**src/rtl/sonar_pkg.sv**
```systemverilog
// Shared definitions for the sonar time-of-flight capture stage:
// register map, state encoding and CONTROL/STATUS bit positions.
package sonar_pkg;

  localparam logic [3:0] ADDR_CONTROL    = 4'd0;
  localparam logic [3:0] ADDR_STATUS     = 4'd1;
  localparam logic [3:0] ADDR_BLANK      = 4'd2;
  localparam logic [3:0] ADDR_WINDOW     = 4'd3;
  localparam logic [3:0] ADDR_THR_HI_L   = 4'd4;
  localparam logic [3:0] ADDR_THR_HI_H   = 4'd5;
  localparam logic [3:0] ADDR_THR_LO_L   = 4'd6;
  localparam logic [3:0] ADDR_THR_LO_H   = 4'd7;
  localparam logic [3:0] ADDR_CH_SEL     = 4'd8;
  localparam logic [3:0] ADDR_ECHO_COUNT = 4'd9;
  localparam logic [3:0] ADDR_ECHO_POP   = 4'd10;
  localparam logic [3:0] ADDR_TIMER      = 4'd11;

  localparam int CTRL_START   = 0;
  localparam int CTRL_ABORT   = 1;
  localparam int CTRL_IRQ_EN  = 2;
  localparam int STAT_IRQ     = 2;
  localparam int STAT_OVF_LSB = 8;

  typedef enum logic [1:0] {
    ST_IDLE   = 2'd0,
    ST_ARMED  = 2'd1,
    ST_LISTEN = 2'd2,
    ST_DONE   = 2'd3
  } state_t;

endpackage

```
**src/rtl/sonar_tof_capture_if.sv**
```systemverilog
// Register bus bundle between the host side and the capture stage.
interface sonar_tof_capture_if;
  logic        wb_valid_i;
  logic [3:0]  wbs_adr_i;
  logic [15:0] wbs_dat_i;
  logic        wbs_strb_i;
  logic        wbs_ack_o;
  logic [15:0] wbs_dat_o;

  modport master (
    output wb_valid_i, wbs_adr_i, wbs_dat_i, wbs_strb_i,
    input  wbs_ack_o, wbs_dat_o
  );

  modport slave (
    input  wb_valid_i, wbs_adr_i, wbs_dat_i, wbs_strb_i,
    output wbs_ack_o, wbs_dat_o
  );
endinterface

```
**src/rtl/sonar_echo_fifo.sv**
```systemverilog
// Per-channel echo timestamp FIFO. DEPTH must be a power of two; pointers
// wrap by masking. A push while full is accepted only with a simultaneous pop.
module sonar_echo_fifo #(
  parameter int DEPTH = 4,
  parameter int TW    = 16
) (
  input  logic                     clk,
  input  logic                     rst_n,
  input  logic                     clr,
  input  logic                     push,
  input  logic                     pop,
  input  logic [TW-1:0]            din,
  output logic [TW-1:0]            dout,
  output logic [$clog2(DEPTH):0]   count,
  output logic                     full,
  output logic                     empty
);
  localparam int AW = $clog2(DEPTH);
  localparam logic [AW-1:0] PTR_MASK = AW'(DEPTH - 1);

  logic [TW-1:0] mem [DEPTH];
  logic [AW-1:0] wr_ptr, rd_ptr;
  logic [AW:0]   cnt;
  logic          push_ok, pop_ok;

  assign empty   = (cnt == '0);
  assign full    = (cnt == (AW+1)'(DEPTH));
  assign pop_ok  = pop && !empty;
  assign push_ok = push && (!full || pop_ok);
  assign dout    = mem[rd_ptr];
  assign count   = cnt;

  // Storage, pointers and occupancy; a clear empties the FIFO without touching data
  always_ff @(posedge clk or negedge rst_n) begin
    if (!rst_n) begin
      for (int i = 0; i < DEPTH; i++) mem[i] <= '0;
      wr_ptr <= '0;
      rd_ptr <= '0;
      cnt    <= '0;
    end else if (clr) begin
      wr_ptr <= '0;
      rd_ptr <= '0;
      cnt    <= '0;
    end else begin
      if (push_ok) begin
        mem[wr_ptr] <= din;
        wr_ptr      <= (wr_ptr + AW'(1)) & PTR_MASK;
      end
      if (pop_ok) rd_ptr <= (rd_ptr + AW'(1)) & PTR_MASK;
      case ({push_ok, pop_ok})
        2'b10:   cnt <= cnt + (AW+1)'(1);
        2'b01:   cnt <= cnt - (AW+1)'(1);
        default: cnt <= cnt;
      endcase
    end
  end
endmodule

```
**src/rtl/sonar_tof_capture.sv**
```systemverilog
// Multi-channel sonar time-of-flight capture: ping-synchronous listen window
// with blanking, per-channel threshold detector and echo timestamp FIFOs,
// 16-bit register bus and window-done interrupt.
// Optional build macro SONAR_TOF_HYST_EN: adds THR_LO and rearms on env < THR_LO.
module sonar_tof_capture
  import sonar_pkg::*;
#(
  parameter int NUM_CH     = 4,
  parameter int DW         = 32,
  parameter int TW         = 16,
  parameter int ECHO_DEPTH = 4
) (
  input  logic                   wb_clk_i,
  input  logic                   wb_rst_ni,
  sonar_tof_capture_if.slave     bus,
  input  logic                   env_valid_i,
  input  logic [NUM_CH*DW-1:0]   env_i,
  input  logic                   trig_i,
  output logic [NUM_CH-1:0]      echo_o,
  output logic                   irq_o
);
  localparam int CW = $clog2(ECHO_DEPTH) + 1;

  state_t            state_q, state_d;
  logic [TW-1:0]     timer_q, blank_q, window_q, win_last;
  logic [DW-1:0]     thr_hi_q;
`ifdef SONAR_TOF_HYST_EN
  logic [DW-1:0]     thr_lo_q;
`endif
  logic [2:0]        ch_sel_q;
  logic              irq_en_q, irq_q, ack_q;
  logic [15:0]       dat_q, rdata;
  logic [NUM_CH-1:0] armed_q, echo_q, ovf_q;
  logic [NUM_CH-1:0] hit, rearm, push, pop, full, empty;
  logic [TW-1:0]     fifo_dout [NUM_CH];
  logic [CW-1:0]     fifo_cnt  [NUM_CH];
  logic              acc, wr_acc, rd_acc, start_cmd, abort_cmd, go;
  logic              clear, sample_en, done_evt, last_sample, blanked;

  assign acc       = bus.wb_valid_i && !ack_q;
  assign wr_acc    = acc && bus.wbs_strb_i;
  assign rd_acc    = acc && !bus.wbs_strb_i;
  assign start_cmd = wr_acc && (bus.wbs_adr_i == ADDR_CONTROL) && bus.wbs_dat_i[CTRL_START];
  assign abort_cmd = wr_acc && (bus.wbs_adr_i == ADDR_CONTROL) && bus.wbs_dat_i[CTRL_ABORT];
  assign go        = start_cmd || trig_i;

  // A zero WINDOW is treated as a single-sample window
  assign win_last    = (window_q == '0) ? '0 : window_q - TW'(1);
  assign last_sample = (timer_q == win_last);
  assign blanked     = (timer_q < blank_q);

  // Ping state register
  always_ff @(posedge wb_clk_i or negedge wb_rst_ni) begin
    if (!wb_rst_ni) state_q <= ST_IDLE;
    else            state_q <= state_d;
  end

  // Next state plus the clear/sample/done strobes; abort beats any start
  always_comb begin
    state_d   = state_q;
    clear     = 1'b0;
    sample_en = 1'b0;
    done_evt  = 1'b0;
    if (abort_cmd) begin
      state_d = ST_IDLE;
      clear   = 1'b1;
    end else begin
      case (state_q)
        ST_IDLE, ST_DONE: begin
          if (go) begin
            state_d = ST_ARMED;
            clear   = 1'b1;
          end
        end
        ST_ARMED, ST_LISTEN: begin
          if (env_valid_i) begin
            sample_en = 1'b1;
            if (last_sample) begin
              state_d  = ST_DONE;
              done_evt = 1'b1;
            end else begin
              state_d = ST_LISTEN;
            end
          end
        end
        default: state_d = ST_IDLE;
      endcase
    end
  end

  // Sample timer: t of the current sample, stops once the window is consumed
  always_ff @(posedge wb_clk_i or negedge wb_rst_ni) begin
    if (!wb_rst_ni)     timer_q <= '0;
    else if (clear)     timer_q <= '0;
    else if (sample_en) timer_q <= timer_q + TW'(1);
  end

  // Per-channel detection, rearm and FIFO push/pop decisions
  always_comb begin
    hit   = '0;
    rearm = '0;
    pop   = '0;
    push  = '0;
    for (int ch = 0; ch < NUM_CH; ch++) begin
      hit[ch] = sample_en && !blanked && armed_q[ch] && (env_i[ch*DW +: DW] > thr_hi_q);
`ifdef SONAR_TOF_HYST_EN
      rearm[ch] = sample_en && !armed_q[ch] && (env_i[ch*DW +: DW] < thr_lo_q);
`else
      rearm[ch] = sample_en && !armed_q[ch] && (env_i[ch*DW +: DW] <= thr_hi_q);
`endif
      pop[ch]  = rd_acc && (bus.wbs_adr_i == ADDR_ECHO_POP) && (ch_sel_q == 3'(ch)) && !empty[ch];
      push[ch] = hit[ch] && (!full[ch] || pop[ch]);
    end
  end

  // Detector arm state, echo flags and sticky overflow
  always_ff @(posedge wb_clk_i or negedge wb_rst_ni) begin
    if (!wb_rst_ni) begin
      armed_q <= '0;
      echo_q  <= '0;
      ovf_q   <= '0;
    end else if (clear) begin
      armed_q <= '1;
      echo_q  <= '0;
      ovf_q   <= '0;
    end else begin
      armed_q <= (armed_q & ~hit) | rearm;
      echo_q  <= echo_q | hit;
      ovf_q   <= ovf_q | (hit & full & ~pop);
    end
  end

  for (genvar g = 0; g < NUM_CH; g++) begin : g_fifo
    sonar_echo_fifo #(.DEPTH(ECHO_DEPTH), .TW(TW)) u_fifo (
      .clk   (wb_clk_i),
      .rst_n (wb_rst_ni),
      .clr   (clear),
      .push  (push[g]),
      .pop   (pop[g]),
      .din   (timer_q),
      .dout  (fifo_dout[g]),
      .count (fifo_cnt[g]),
      .full  (full[g]),
      .empty (empty[g])
    );
  end

  // Bus acknowledge, registered read data and configuration writes
  always_ff @(posedge wb_clk_i or negedge wb_rst_ni) begin
    if (!wb_rst_ni) begin
      ack_q    <= 1'b0;
      dat_q    <= '0;
      irq_en_q <= 1'b0;
      blank_q  <= '0;
      window_q <= '0;
      thr_hi_q <= '0;
`ifdef SONAR_TOF_HYST_EN
      thr_lo_q <= '0;
`endif
      ch_sel_q <= '0;
    end else begin
      ack_q <= acc;
      dat_q <= rd_acc ? rdata : '0;
      if (wr_acc) begin
        case (bus.wbs_adr_i)
          ADDR_CONTROL:  irq_en_q           <= bus.wbs_dat_i[CTRL_IRQ_EN];
          ADDR_BLANK:    blank_q            <= bus.wbs_dat_i[TW-1:0];
          ADDR_WINDOW:   window_q           <= bus.wbs_dat_i[TW-1:0];
          ADDR_THR_HI_L: thr_hi_q[15:0]     <= bus.wbs_dat_i;
          ADDR_THR_HI_H: thr_hi_q[DW-1:16]  <= bus.wbs_dat_i[DW-17:0];
`ifdef SONAR_TOF_HYST_EN
          ADDR_THR_LO_L: thr_lo_q[15:0]     <= bus.wbs_dat_i;
          ADDR_THR_LO_H: thr_lo_q[DW-1:16]  <= bus.wbs_dat_i[DW-17:0];
`endif
          ADDR_CH_SEL:   ch_sel_q           <= bus.wbs_dat_i[2:0];
          default: ;
        endcase
      end
    end
  end

  // Window-done interrupt: set on entering DONE, cleared by start/abort or any STATUS write
  always_ff @(posedge wb_clk_i or negedge wb_rst_ni) begin
    if (!wb_rst_ni)                  irq_q <= 1'b0;
    else if (clear)                  irq_q <= 1'b0;
    else if (done_evt && irq_en_q)   irq_q <= 1'b1;
    else if (wr_acc && (bus.wbs_adr_i == ADDR_STATUS)) irq_q <= 1'b0;
  end

  // Read data mux for the addressed register
  always_comb begin
    rdata = '0;
    case (bus.wbs_adr_i)
      ADDR_CONTROL: rdata[CTRL_IRQ_EN] = irq_en_q;
      ADDR_STATUS: begin
        rdata[1:0]                     = state_q;
        rdata[STAT_IRQ]                = irq_q;
        rdata[STAT_OVF_LSB +: NUM_CH]  = ovf_q;
      end
      ADDR_BLANK:    rdata = 16'(blank_q);
      ADDR_WINDOW:   rdata = 16'(window_q);
      ADDR_THR_HI_L: rdata = thr_hi_q[15:0];
      ADDR_THR_HI_H: rdata = 16'(thr_hi_q[DW-1:16]);
`ifdef SONAR_TOF_HYST_EN
      ADDR_THR_LO_L: rdata = thr_lo_q[15:0];
      ADDR_THR_LO_H: rdata = 16'(thr_lo_q[DW-1:16]);
`endif
      ADDR_CH_SEL:   rdata = 16'(ch_sel_q);
      ADDR_ECHO_COUNT: begin
        for (int ch = 0; ch < NUM_CH; ch++)
          if (ch_sel_q == 3'(ch)) rdata = 16'(fifo_cnt[ch]);
      end
      ADDR_ECHO_POP: begin
        for (int ch = 0; ch < NUM_CH; ch++)
          if ((ch_sel_q == 3'(ch)) && !empty[ch]) rdata = 16'(fifo_dout[ch]);
      end
      ADDR_TIMER:    rdata = 16'(timer_q);
      default:       rdata = '0;
    endcase
  end

  assign bus.wbs_ack_o = ack_q;
  assign bus.wbs_dat_o = dat_q;
  assign echo_o        = echo_q;
  assign irq_o         = irq_q;

endmodule

```
**src/flat_wrapper.sv**
```systemverilog
// flat-port wrapper written by rule: the top's interface ports become plain ports
module sonar_tof_capture_flat import sonar_pkg::*;
#(
  parameter int NUM_CH     = 4,
  parameter int DW         = 32,
  parameter int TW         = 16,
  parameter int ECHO_DEPTH = 4
)
  (wb_clk_i, wb_rst_ni, env_valid_i, env_i, trig_i, echo_o, irq_o, bus_wb_valid_i, bus_wbs_adr_i, bus_wbs_dat_i, bus_wbs_strb_i, bus_wbs_ack_o, bus_wbs_dat_o);
  sonar_tof_capture_if bus_i ();
  input  logic wb_clk_i;
  input  logic wb_rst_ni;
  input  logic env_valid_i;
  input  logic [NUM_CH*DW-1:0] env_i;
  input  logic trig_i;
  output logic [NUM_CH-1:0] echo_o;
  output logic irq_o;
  input wire logic [$bits(bus_i.wb_valid_i)-1:0] bus_wb_valid_i;
  input wire logic [$bits(bus_i.wbs_adr_i)-1:0] bus_wbs_adr_i;
  input wire logic [$bits(bus_i.wbs_dat_i)-1:0] bus_wbs_dat_i;
  input wire logic [$bits(bus_i.wbs_strb_i)-1:0] bus_wbs_strb_i;
  output wire logic [$bits(bus_i.wbs_ack_o)-1:0] bus_wbs_ack_o;
  output wire logic [$bits(bus_i.wbs_dat_o)-1:0] bus_wbs_dat_o;
  assign bus_i.wb_valid_i = bus_wb_valid_i;
  assign bus_i.wbs_adr_i = bus_wbs_adr_i;
  assign bus_i.wbs_dat_i = bus_wbs_dat_i;
  assign bus_i.wbs_strb_i = bus_wbs_strb_i;
  assign bus_wbs_ack_o = bus_i.wbs_ack_o;
  assign bus_wbs_dat_o = bus_i.wbs_dat_o;
  sonar_tof_capture #(.NUM_CH(NUM_CH), .DW(DW), .TW(TW), .ECHO_DEPTH(ECHO_DEPTH)) u_core (.wb_clk_i(wb_clk_i), .wb_rst_ni(wb_rst_ni), .bus(bus_i), .env_valid_i(env_valid_i), .env_i(env_i), .trig_i(trig_i), .echo_o(echo_o), .irq_o(irq_o));
endmodule
```
**config.mk**
```make
export PLATFORM = sky130hd
export DESIGN_NAME = sonar_tof_capture_flat
export DESIGN_NICKNAME = d
export VERILOG_FILES = /design/src/rtl/sonar_pkg.sv /design/src/rtl/sonar_tof_capture_if.sv /design/src/rtl/sonar_echo_fifo.sv /design/src/rtl/sonar_tof_capture.sv /design/src/flat_wrapper.sv
export SDC_FILE = /design/constraint.sdc
export NUM_CORES = 1
export LEC_CHECK = 0
export CELL_PAD_IN_SITES_DETAIL_PLACEMENT = 1
export CELL_PAD_IN_SITES_GLOBAL_PLACEMENT = 2
export CORE_MARGIN = 4
export CORE_UTILIZATION = 41
export DETAILED_ROUTE_END_ITERATION = 7
export PLACE_DENSITY = 0.79
export SLEW_MARGIN = 20
export SYNTH_ARGS = -nofsm -noshare
export SYNTH_HDL_FRONTEND = slang
export SYNTH_SLANG_ARGS = --single-unit
```
**constraint.sdc**
```tcl
create_clock -name wb_clk_i -period 4.75 [get_ports wb_clk_i]
set_input_delay 0.95 -clock wb_clk_i [delete_from_list [all_inputs] [get_ports wb_clk_i]]
set_output_delay 0.95 -clock wb_clk_i [all_outputs]
set_load 0.1 [all_outputs]
```
==> metrics, run 1 <==
status completed; DRC viols 0; Async S/R FF share, synth 100%; Worst Slack Setup Final 0.667 ns; clk_skew approximately 0.036 ns; pin count of the biggest net entering global routing approximately 120; Post-Syn Area approximately 23,000 sq um; ys flop type dfrtp_1; Place WS roughly 0.13 ns; Fmax 0.245 GHz; DR pass1 iterations 6; worst min-delay path category in -> async; area grow syn2layout 19.4%; Slew Viols, Final 0; TritonCTS Sinks 400; worst vdd ir between 0.2 and 0.3 mV; final wirelength 74,100 um; number of flops mapped to enable cells by yosys 0; Die Area ~59,000 sq um; Int Pwr between 6 and 7 mW; I/O pin cnt between 150 and 200; Mapped Nets ~2,200; crit path from env_i[93]; Critical R2R Launch u_core.thr_hi_q[26]; Vert. Die Dim roughly 240 um; WP data arrival 4.52 ns; via count of the first global-routing pass 18,100; reg2reg end u_core.g_fifo[2].u_fifo.count[1]; Worst-path clk slew roughly 0.060 ns; Clock Power Share between 30% and 40%; final worst-path cycle share ~86%; average wire per standard cell ~27 um; Crit. End Element register; worst-path fanout max 3; Clock Path Buffers 3; Fin. Hold Viols 0; worst skew pair latency a little under 0.6 ns; #FFs+latches synth 400; IO buf count 175; post-route cell area 26,900 sq um; Yosys cell types between 70 and 80; Finished Core Util between 40% and 50%; root buffer cell clkbuf_16; Vias 16,400; Switching Share between 30 and 40%; row count 85; Initial Util a little over two fifths; worst endpoint required time between 5 and 6 ns; Syn Inst Count 1,881; r2r worst-path depth 15; Critical Path Sink u_core.g_fifo[2].u_fifo.count[1]; setup bufs post-CTS 0; CTS Buf Count between 40 and 50; synthesized area per cell 12.0 sq um; total gr overflow 0; CTS tree built; Max transition margin 30.9%; first-pass GRT wire length between 100,000 and 150,000 um; synth warn 0; layout cells sized above 1 25.3%; Core Area approximately 54,000 sq um; post-CTS sizing 0; final setup vio count 0; Sequential Power Share about two fifths; unrepaired setup endpoints after global routing no; H-tree levels 2; Placed Area ~25,000 sq um; ANT nets after route 0; die width roughly 240 um; GRT Overall Usage ~25%; critical path type in -> reg; Tmin final roughly 4.1 ns; setup TNS 0 ns; Hold Slack a little under 0.4 ns; Max-cap violations 0; Routability Congestion 0.902; Detail Placement HPWL roughly 55,000 um; initial antenna violation count 6; P_sw around 2.8 mW; R2R setup slack 0.87 ns; fill cell count about 5,600; CP startpoint kind primary input; hold_buf cts 0; power density over cell area 345 nW/um^2; sequential area share after synthesis between 40% and 50%; Worst Tran Pin Value roughly 1.0 ns; drt via density roughly 6; 1st-iter DRT viols 910; Nets about 2,400; Leak about 13 nW; Combinational Power Share 20.3%
metal layers:
layer / global-route usage, % / vias to the layer above / part of all wire [%]
met1: 32.2 / 8616 / 43
li1: - / 7359 / -
met3: 4.26 / 96 / 4.5
met5: 0 / - / 0.018
met4: 7.70 / 2 / 3.0
met2: 43.3 / 351 / 50
cells in the final DEF, fill, tap and decap left out, types with 18 or more instances in the layout:
cell type,n
xnor2_1,22
nand4_1,44
ha_1,165
nor2_1,68
a21o_1,57
a21oi_1,46
nor3_1,18
xor2_1,21
and3_1,22
mux4_2,65
clkdlybuf4s50_1,174
buf_4,65
o21ai_0,94
dfrtp_1,396
a22oi_1,19
nand2_1,95
inv_1,83
a22o_1,36
clkbuf_16,45
mux2_2,273
flip-flops by register name, summed over array words and instances (netlist names):
name and flops:
u_core.armed_q 4, u_core.blank_q 16, u_core.bus.wbs_ack_o 1, u_core.bus.wbs_dat_o 16
u_core.ch_sel_q 3, u_core.echo_o 4, u_core.g_fifo.u_fifo.count 12, u_core.g_fifo.u_fifo.mem 256
u_core.g_fifo.u_fifo.rd_ptr 8, u_core.g_fifo.u_fifo.wr_ptr 8, u_core.irq_en_q 1, u_core.irq_o 1
u_core.ovf_q 4, u_core.state_q 2, u_core.thr_hi_q 32, u_core.timer_q 16
u_core.window_q 16
worst max-delay path, cell delays in order:
cell	delay (ns)
clkdlybuf4s50_1	0.40
ha_1	0.31
nand4_1	0.18
or4_1	0.67
nor3_1	0.43
buf_4	0.19
inv_1	0.03
a22oi_1	0.17
buf_4	0.18
a2111oi_4	0.07
nand2_1	0.13
ha_1	0.19
fa_1	0.42
mux2i_1	0.13
nor2_1	0.06
metrics by stage:
stage                     std cells  power, mW
final                          2789       9.28
after global routing           2788       9.73
after CTS                      2784       9.37
after detailed placement       2704       5.67
after global placement         2704       5.58
after floorplan                1881       4.81
cells in the mapped netlist (9+ instances only):
cell / n / area, sq um
nor3_1: 22 / 110
mux4_2: 65 / 1460
buf_4: 9 / 67.6
nand3_2: 12 / 120
and3_1: 22 / 138
nand4_1: 44 / 275
nand2_1: 95 / 357
a31oi_1: 15 / 93.8
mux2i_1: 17 / 170
a22o_1: 36 / 315
inv_1: 83 / 312
nor2_1: 69 / 259
nand3_1: 17 / 85.1
mux2_2: 273 / 3070
ha_1: 165 / 2060
o21a_1: 10 / 75.1
a22oi_1: 19 / 143
a221oi_1: 10 / 87.6
a21o_1: 57 / 428
nor2b_1: 12 / 75.1
a222oi_1: 13 / 130
o21ai_0: 94 / 470
xnor2_1: 22 / 193
clkbuf_1: 90 / 338
dfrtp_1: 400 / 10000
xor2_1: 21 / 184
buf_2: 10 / 50.1
a21oi_1: 46 / 230
layout make-up:
class | instances | area (sq um) | share of cell area (%)
inverter | 83 | 312 | 1.16
tap | 696 | 871 | 3.24
antenna | 5 | 12.5 | 0.0465
clock inverter | 16 | 274 | 1.02
clock buffer | 64 | 1280 | 4.75
multi-input combinational | 1274 | 11700 | 43.4
sequential | 400 | 10000 | 37.2
timing repair buffer | 251 | 2460 | 9.16
cell families (layout without fill, tap and decap cells):
group,Yosys count,in the layout,synth area share [%]
DFF,400,400,44.4
other,0,5,0
adders and majority gates,169,169,9.51
muxes,358,358,21.0
and+or+nand+nor,352,352,8.60
xor gates and xnor gates,44,44,1.77
AOI/OAI and AO/OA,351,351,10.8
buffers and inverters,207,414,3.92
power groups by stage:
stage	logic [mW]	clock network, mW	registers, mW
floorplan	1.09	0	3.72
global placement	1.80	0	3.78
detailed placement	1.88	0	3.79
CTS	1.89	3.75	3.73
global route	2.08	3.90	3.75
finish	1.88	3.66	3.74
how the worst min path moves through the flow:
stage / endpoint / start / cells after the start / slack, ns
finish: u_core.g_fifo[2].u_fifo.mem[46] / wb_rst_ni / 1 / 0.40
global route: u_core.g_fifo[2].u_fifo.mem[46] / wb_rst_ni / 1 / 0.44
detailed placement: u_core.g_fifo[2].u_fifo.mem[1] / u_core.g_fifo[2].u_fifo.mem[1] / 1 / 0.49
floorplan: u_core.ovf_q[3] / u_core.ovf_q[3] / 2 / 0.45
CTS: u_core.g_fifo[2].u_fifo.mem[46] / wb_rst_ni / 1 / 0.41
global placement: u_core.g_fifo[2].u_fifo.mem[22] / u_core.g_fifo[2].u_fifo.mem[22] / 1 / 0.47
Power figures use the tool's default switching activity.
==> run 2, diff against run 1 <==
Clock period 4.75 ns to 4.8 ns, I/O delays scaled along.
==> run 2 against run 1 <==
Compared with the run above:
- die area unchanged
- non-clock buffer count decreased by 2
- combinational power about the same
- final cell count decreased by 0.14%
- clock power decreased by 7.4%
- wire length decreased by 0.95%
- critical path depth unchanged
- via count decreased by 0.31%
- clock skew decreased by 0.021 ns
- sequential share of layout area increased by 0.25 points
- critical path type unchanged
- largest cell class unchanged
==> metrics, run 2 (synthesized netlist as in run 1, its figures left out) <==
status completed; layout cells sized above 1 25.0% (-0.24 points); setup bufs post-CTS 0 (unchanged); Slowest-stage cell, CP or4_1; I/O pin cnt 176 (unchanged); post-CTS sizing 0 (unchanged); Biggest register u_core.g_fifo.u_fifo.mem; Leak 12.7 nW (-0.64%); Clock Path Buffers 3 (unchanged); first-pass GRT wire length 114,000 um (+0.70%); Die Area 58,800 sq um (unchanged); Largest stage delay, worst path 0.66 ns (about the same); Hold Slack 0.395 ns (-0.00119 ns); Critical R2R Launch u_core.thr_hi_q[26]; row count 85 (unchanged); die width 242 um (unchanged); final worst-path cycle share between 90% and 100%; Total Power 8.96 mW (-3.5%); reg2reg end u_core.g_fifo[2].u_fifo.count[1]; Routability Congestion 0.888 (-1.5%); critical path type in -> reg; r2r worst-path depth 15 (unchanged); Worst-path clk slew 0.06 ns (about the same); CTS Buf Count 45 (unchanged); leading registers by flop count u_core.g_fifo.u_fifo.mem x256, u_core.thr_hi_q x32; clk_skew 0.0145 ns (-0.0214 ns); worst-path cell chain clkdlybuf4s50_1 > ha_1 > nand4_1 > or4_1 > nor3_1 > buf_4 > inv_1 > a22oi_1 > buf_4 > a2111oi_4 > nand2_1 > ha_1 > fa_1 > mux2i_1 > nor2_1; worst-path fanout max 3 (unchanged); buffer and inverter count on the worst path 4 (unchanged); Finished Core Util 49.4% (-0.35 points); Vias 16,400 (-0.31%); average wire per standard cell 26.3 um (-0.81%); R2R setup slack 0.59 ns (-0.28 ns); register area 10,000 sq um (about the same); TritonCTS Sinks 400 (unchanged); fill cell count 5,524 (-0.90%); via count of the first global-routing pass 18,000 (-0.34%); Fin. Hold Viols 0 (unchanged); hold_buf cts 0 (unchanged); most frequent cells in the layout dfrtp_1 (399), mux2_2 (273), clkdlybuf4s50_1 (174); Initial Util 41.6% (unchanged); final setup vio count 0 (unchanged); drt via density 5.88 (-0.17%); Multi-input gate area 11,700 sq um (unchanged); setup TNS 0 ns (unchanged); DR pass1 iterations 7 (+1); Crit. End Element register; CP startpoint kind primary input; max reg flops 256 (unchanged); Core Area 54,100 sq um (unchanged); pin count of the biggest net entering global routing 95 (-17%); Fmax between 0.2 and 0.25 GHz; Detail Placement HPWL 55,300 um (+0.65%); commonest non-fill, non-tap cell in the layout dfrtp_1; Max transition margin 27.6% (-3.3 points); Slew Viols, Final 0 (unchanged); H-tree levels 2 (unchanged); Worst Tran Pin Value 1.09 ns (+0.0498 ns); Nets 2,376 (-0.084%); WP data arrival 4.82 ns (+0.30 ns); final wirelength 73,400 um (-0.95%); root buffer cell clkbuf_16; delay-heaviest family, CP simple AND/OR/NAND/NOR gates; worst endpoint required time 5.26 ns (+0.07 ns); Max-cap violations 0 (unchanged); worst skew pair latency 0.58 ns (about the same); DRC viols 0 (unchanged); worst min-delay path category in -> async; CTS tree built; worst vdd ir 0.408 mV (+52%); Vert. Die Dim 242 um (unchanged); unrepaired setup endpoints after global routing no; area grow syn2layout 18.6%; IO buf count 175 (unchanged); ANT nets after route 0 (unchanged); 1st-iter DRT viols 970 (+6.6%); initial antenna violation count 1 (-5); total gr overflow 0 (unchanged); GRT Overall Usage 25.0% (-0.037 points); power density over cell area 335 nW/um^2 (-2.8%); Tmin final 4.36 ns
run 2: layer usage:
metal	wire, um	global-route usage (%)
met1	32000	33.1
met2	36600	43.5
met3	3190	3.55
met4	1650	6.04
met5	0	0
run 2: through the flow:
stage,std cells,setup slack (ns),instance area [sq um]
finish,2785,0.438,26700
global route,2784,0.282,26700
CTS,2784,0.501,26700
detailed placement,2702,-0.102,25300
global placement,2702,-0.0753,25300
floorplan,1881,0.770,22500
run 2: final cells by class:
cell class / count / area share (%)
diodes: 1 / 0.00936
clock buffers: 66 / 4.81
clock inverters: 16 / 0.590
inverters: 83 / 1.17
multi-input cells: 1274 / 43.7
flip-flops and latches: 400 / 37.5
well taps: 696 / 3.26
repair buffers: 249 / 8.98
run 2: worst max path at each step:
stage               from                               end  slack [ns]  cells after the start
4_1_cts        env_i[95]  u_core.g_fifo[2].u_fifo.count[1]        0.50                     15
6_report       env_i[95]  u_core.g_fifo[2].u_fifo.count[1]        0.44                     15
2_1_floorplan  env_i[95]  u_core.g_fifo[2].u_fifo.count[2]        0.77                     13
3_5_place_dp   env_i[93]  u_core.g_fifo[2].u_fifo.count[1]       -0.10                     15
3_3_place_gp   env_i[95]  u_core.g_fifo[2].u_fifo.count[1]       -0.08                     15
5_1_grt        env_i[93]  u_core.g_fifo[2].u_fifo.count[2]        0.28                     17
run 2: report_power, final:
group / switching, mW / internal, mW / total (mW)
logic: 1.15 / 0.703 / 1.86
clock network: 1.42 / 1.97 / 3.39
registers: 0.187 / 3.52 / 3.71
total: 2.76 / 6.19 / 8.96
==> run 3, diff against run 2 <==
Settings changed: CTS_BUF_LIST set to sky130_fd_sc_hd__clkbuf_8.
==> run 3 against run 2 <==
Compared with the run above:
- clock power is 5% lower
- maximum frequency rose by 2.5%
- global-route usage increased by 0.20 points
- sequential cell count unchanged
- via count grew 1.0%
- final cell count is 1.7% higher
- non-clock buffer count stayed put
- wire length is 0.60% higher
- worst hold slack got worse by 0.080 ns
- first-iteration DRC count increased by 7.9%
- clock skew grew 0.048 ns
==> metrics, run 3 (synthesized netlist as in run 1, its figures left out) <==
status completed; final setup vio count 0 (unchanged); worst skew pair latency 0.67 ns (+0.09 ns); Biggest register u_core.g_fifo.u_fifo.mem; CTS Buf Count 72 (+60%); Die Area 58,800 sq um (unchanged); Routability Congestion 0.888 (unchanged); post-CTS sizing 0 (unchanged); via count of the first global-routing pass 18,300 (+1.5%); DRC viols 0 (unchanged); worst-path fanout max 3 (unchanged); row count 85 (unchanged); CTS tree built; delay-heaviest family, CP simple AND/OR/NAND/NOR gates; total gr overflow 0 (unchanged); I/O pin cnt 176 (unchanged); layout cells sized above 1 26.1% (+1.0 points); Core Area 54,100 sq um (unchanged); fill cell count 5,585 (+1.1%); Fmax 0.235 GHz (+2.5%); clk_skew 0.0621 ns (+0.0477 ns); buffer and inverter count on the worst path 4 (unchanged); Leak 12.8 nW (+1.1%); Finished Core Util 49.4% (about the same); area grow syn2layout 18.7% (about the same); worst-path cell chain clkdlybuf4s50_1 > ha_1 > nand4_1 > or4_1 > nor3_1 > buf_4 > inv_1 > a22oi_1 > buf_4 > a2111oi_4 > nand2_1 > ha_1 > fa_1 > mux2i_1 > nor2_1; Clock Path Buffers 3 (unchanged); Placed Area 25,300 sq um (unchanged); pin count of the biggest net entering global routing 95 (unchanged); worst endpoint required time 5.35 ns (+0.09 ns); post-route cell area 26,700 sq um (about the same); WP data arrival 4.80 ns (-0.02 ns); Combinational Power Share 21.2% (+0.5 points); Slew Viols, Final 0 (unchanged); final worst-path cycle share 88.6% (-2.3 points); 1st-iter DRT viols 1,047 (+7.9%); initial antenna violation count 2 (+1); Switching Share 32.4% (+1.6 points); IO buf count 175 (unchanged); ANT nets after route 0 (unchanged); critical path type in -> reg; P_sw 2.85 mW (+3.1%); Nets 2,403 (+1.1%); leading registers by flop count u_core.g_fifo.u_fifo.mem x256, u_core.thr_hi_q x32; unrepaired setup endpoints after global routing no; Largest stage delay, worst path 0.65 ns (about the same); Max transition margin 30.2% (+2.6 points); CP startpoint kind primary input; drt via density 5.84 (-0.69%); worst vdd ir 0.211 mV (-48%); Initial Util 41.6% (unchanged); TritonCTS Sinks 400 (unchanged); Slowest-stage cell, CP or4_1; Fin. Hold Viols 0 (unchanged); die width 242 um (unchanged); H-tree levels 3 (+1); power density over cell area 328 nW/um^2 (-2.0%); hold_buf cts 0 (unchanged); worst min-delay path category in -> async; Vias 16,500 (+1.0%); commonest non-fill, non-tap cell in the layout dfrtp_1; most frequent cells in the layout dfrtp_1 (399), mux2_2 (273), clkdlybuf4s50_1 (174); root buffer cell clkbuf_8; max reg flops 256 (unchanged); DR pass1 iterations 6 (-1); Clock Power Share 36.6% (-1.3 points); Detail Placement HPWL 55,300 um (unchanged); average wire per standard cell 26.1 um (-1.1%); Int Pwr 5.94 mW (-4.2%); final wirelength 73,800 um (+0.60%); Worst Tran Pin Value 1.05 ns (-0.0384 ns); first-pass GRT wire length 115,000 um (+0.48%); Tmin final 4.25 ns (-0.108 ns); Vert. Die Dim 242 um (unchanged); Max-cap violations 0 (unchanged); Crit. End Element register; Worst-path clk slew 0.06 ns (about the same); Sequential Power Share 42.2% (+0.8 points); GRT Overall Usage 25.2% (+0.20 points); setup bufs post-CTS 0 (unchanged)
run 3: changes by cell type in the layout (fill, tap and decap cells not counted), moves of 2 or more:
cell,before,now
bufinv_16,2,0
clkinv_8,0,2
diode_2,1,3
clkinv_2,9,5
inv_12,0,2
inv_1,83,109
clkbuf_1,13,0
clkbuf_16,45,0
clkbuf_8,8,90
run 3: layer usage:
layer	wire [um]	part of all wire (%)	track usage [%]	up-vias
met5	0	0	0	-
met3	3000	4.1	4.19	116
li1	-	-	-	7405
met4	2160	2.9	7.24	0
met1	32400	44	33.2	8649
met2	36200	49	43.0	371
run 3: layout make-up:
| type | instances | area, sq um | share of cell area (%) |
|---|---|---|---|
| antenna | 3 | 7.51 | 0.0281 |
| clock buffer | 90 | 1240 | 4.63 |
| clock inverter | 38 | 215 | 0.805 |
| inverter | 83 | 312 | 1.16 |
| multi-input combinational | 1274 | 11700 | 43.7 |
| sequential | 400 | 10000 | 37.4 |
| tap | 696 | 871 | 3.26 |
| timing repair buffer | 249 | 2400 | 8.97 |
run 3: power groups by stage:
stage	Combinational [mW]	Sequential, mW	Clock [mW]
after CTS	1.86	3.70	3.32
final	1.86	3.71	3.22
after floorplan	1.08	3.68	0
after detailed placement	1.85	3.76	0
after global placement	1.77	3.75	0
after global routing	2.06	3.72	3.48
run 3: final timing paths:
| kind | startpoint | end | slack, ns | depth (start not counted) |
|---|---|---|---|---|
| worst min-delay path | wb_rst_ni | u_core.g_fifo[3].u_fifo.mem[46] | 0.31 | 1 |
| max in group asynchronous | wb_rst_ni | u_core.g_fifo[3].u_fifo.mem[48] | 3.26 | 2 |
| worst min register to register | u_core.g_fifo[2].u_fifo.mem[22] | u_core.g_fifo[2].u_fifo.mem[22] | 0.50 | 1 |
| min in group wb_clk_i | u_core.g_fifo[2].u_fifo.mem[22] | u_core.g_fifo[2].u_fifo.mem[22] | 0.50 | 1 |
| worst max-delay path | env_i[95] | u_core.g_fifo[2].u_fifo.count[1] | 0.55 | 15 |
| worst max register to register | u_core.thr_hi_q[26] | u_core.g_fifo[2].u_fifo.count[1] | 0.62 | 15 |
run 3: worst reg2reg max path, stage by stage (launching register included):
cell,delay [ns]
dfrtp_1,0.45
inv_1,0.20
ha_1,0.35
nand4_1,0.12
or4_1,0.63
nor3_1,0.49
buf_4,0.21
inv_1,0.04
a22oi_1,0.33
buf_4,0.21
a2111oi_4,0.08
nand2_1,0.14
ha_1,0.22
fa_1,0.43
mux2i_1,0.13
nor2_1,0.06
run 3: metrics by stage:
stage / std cells / hold WS (ns) / power, mW / setup WS [ns] / TNS (ns)
2_1_floorplan: 1881 / 0.449 / 4.76 / 0.770 / 0
3_3_place_gp: 2702 / 0.471 / 5.52 / -0.0753 / -0.0753
3_5_place_dp: 2702 / 0.483 / 5.61 / -0.102 / -0.301
4_1_cts: 2830 / 0.310 / 8.88 / 0.617 / 0
5_1_grt: 2831 / 0.347 / 9.26 / 0.388 / 0
6_report: 2833 / 0.315 / 8.79 / 0.547 / 0
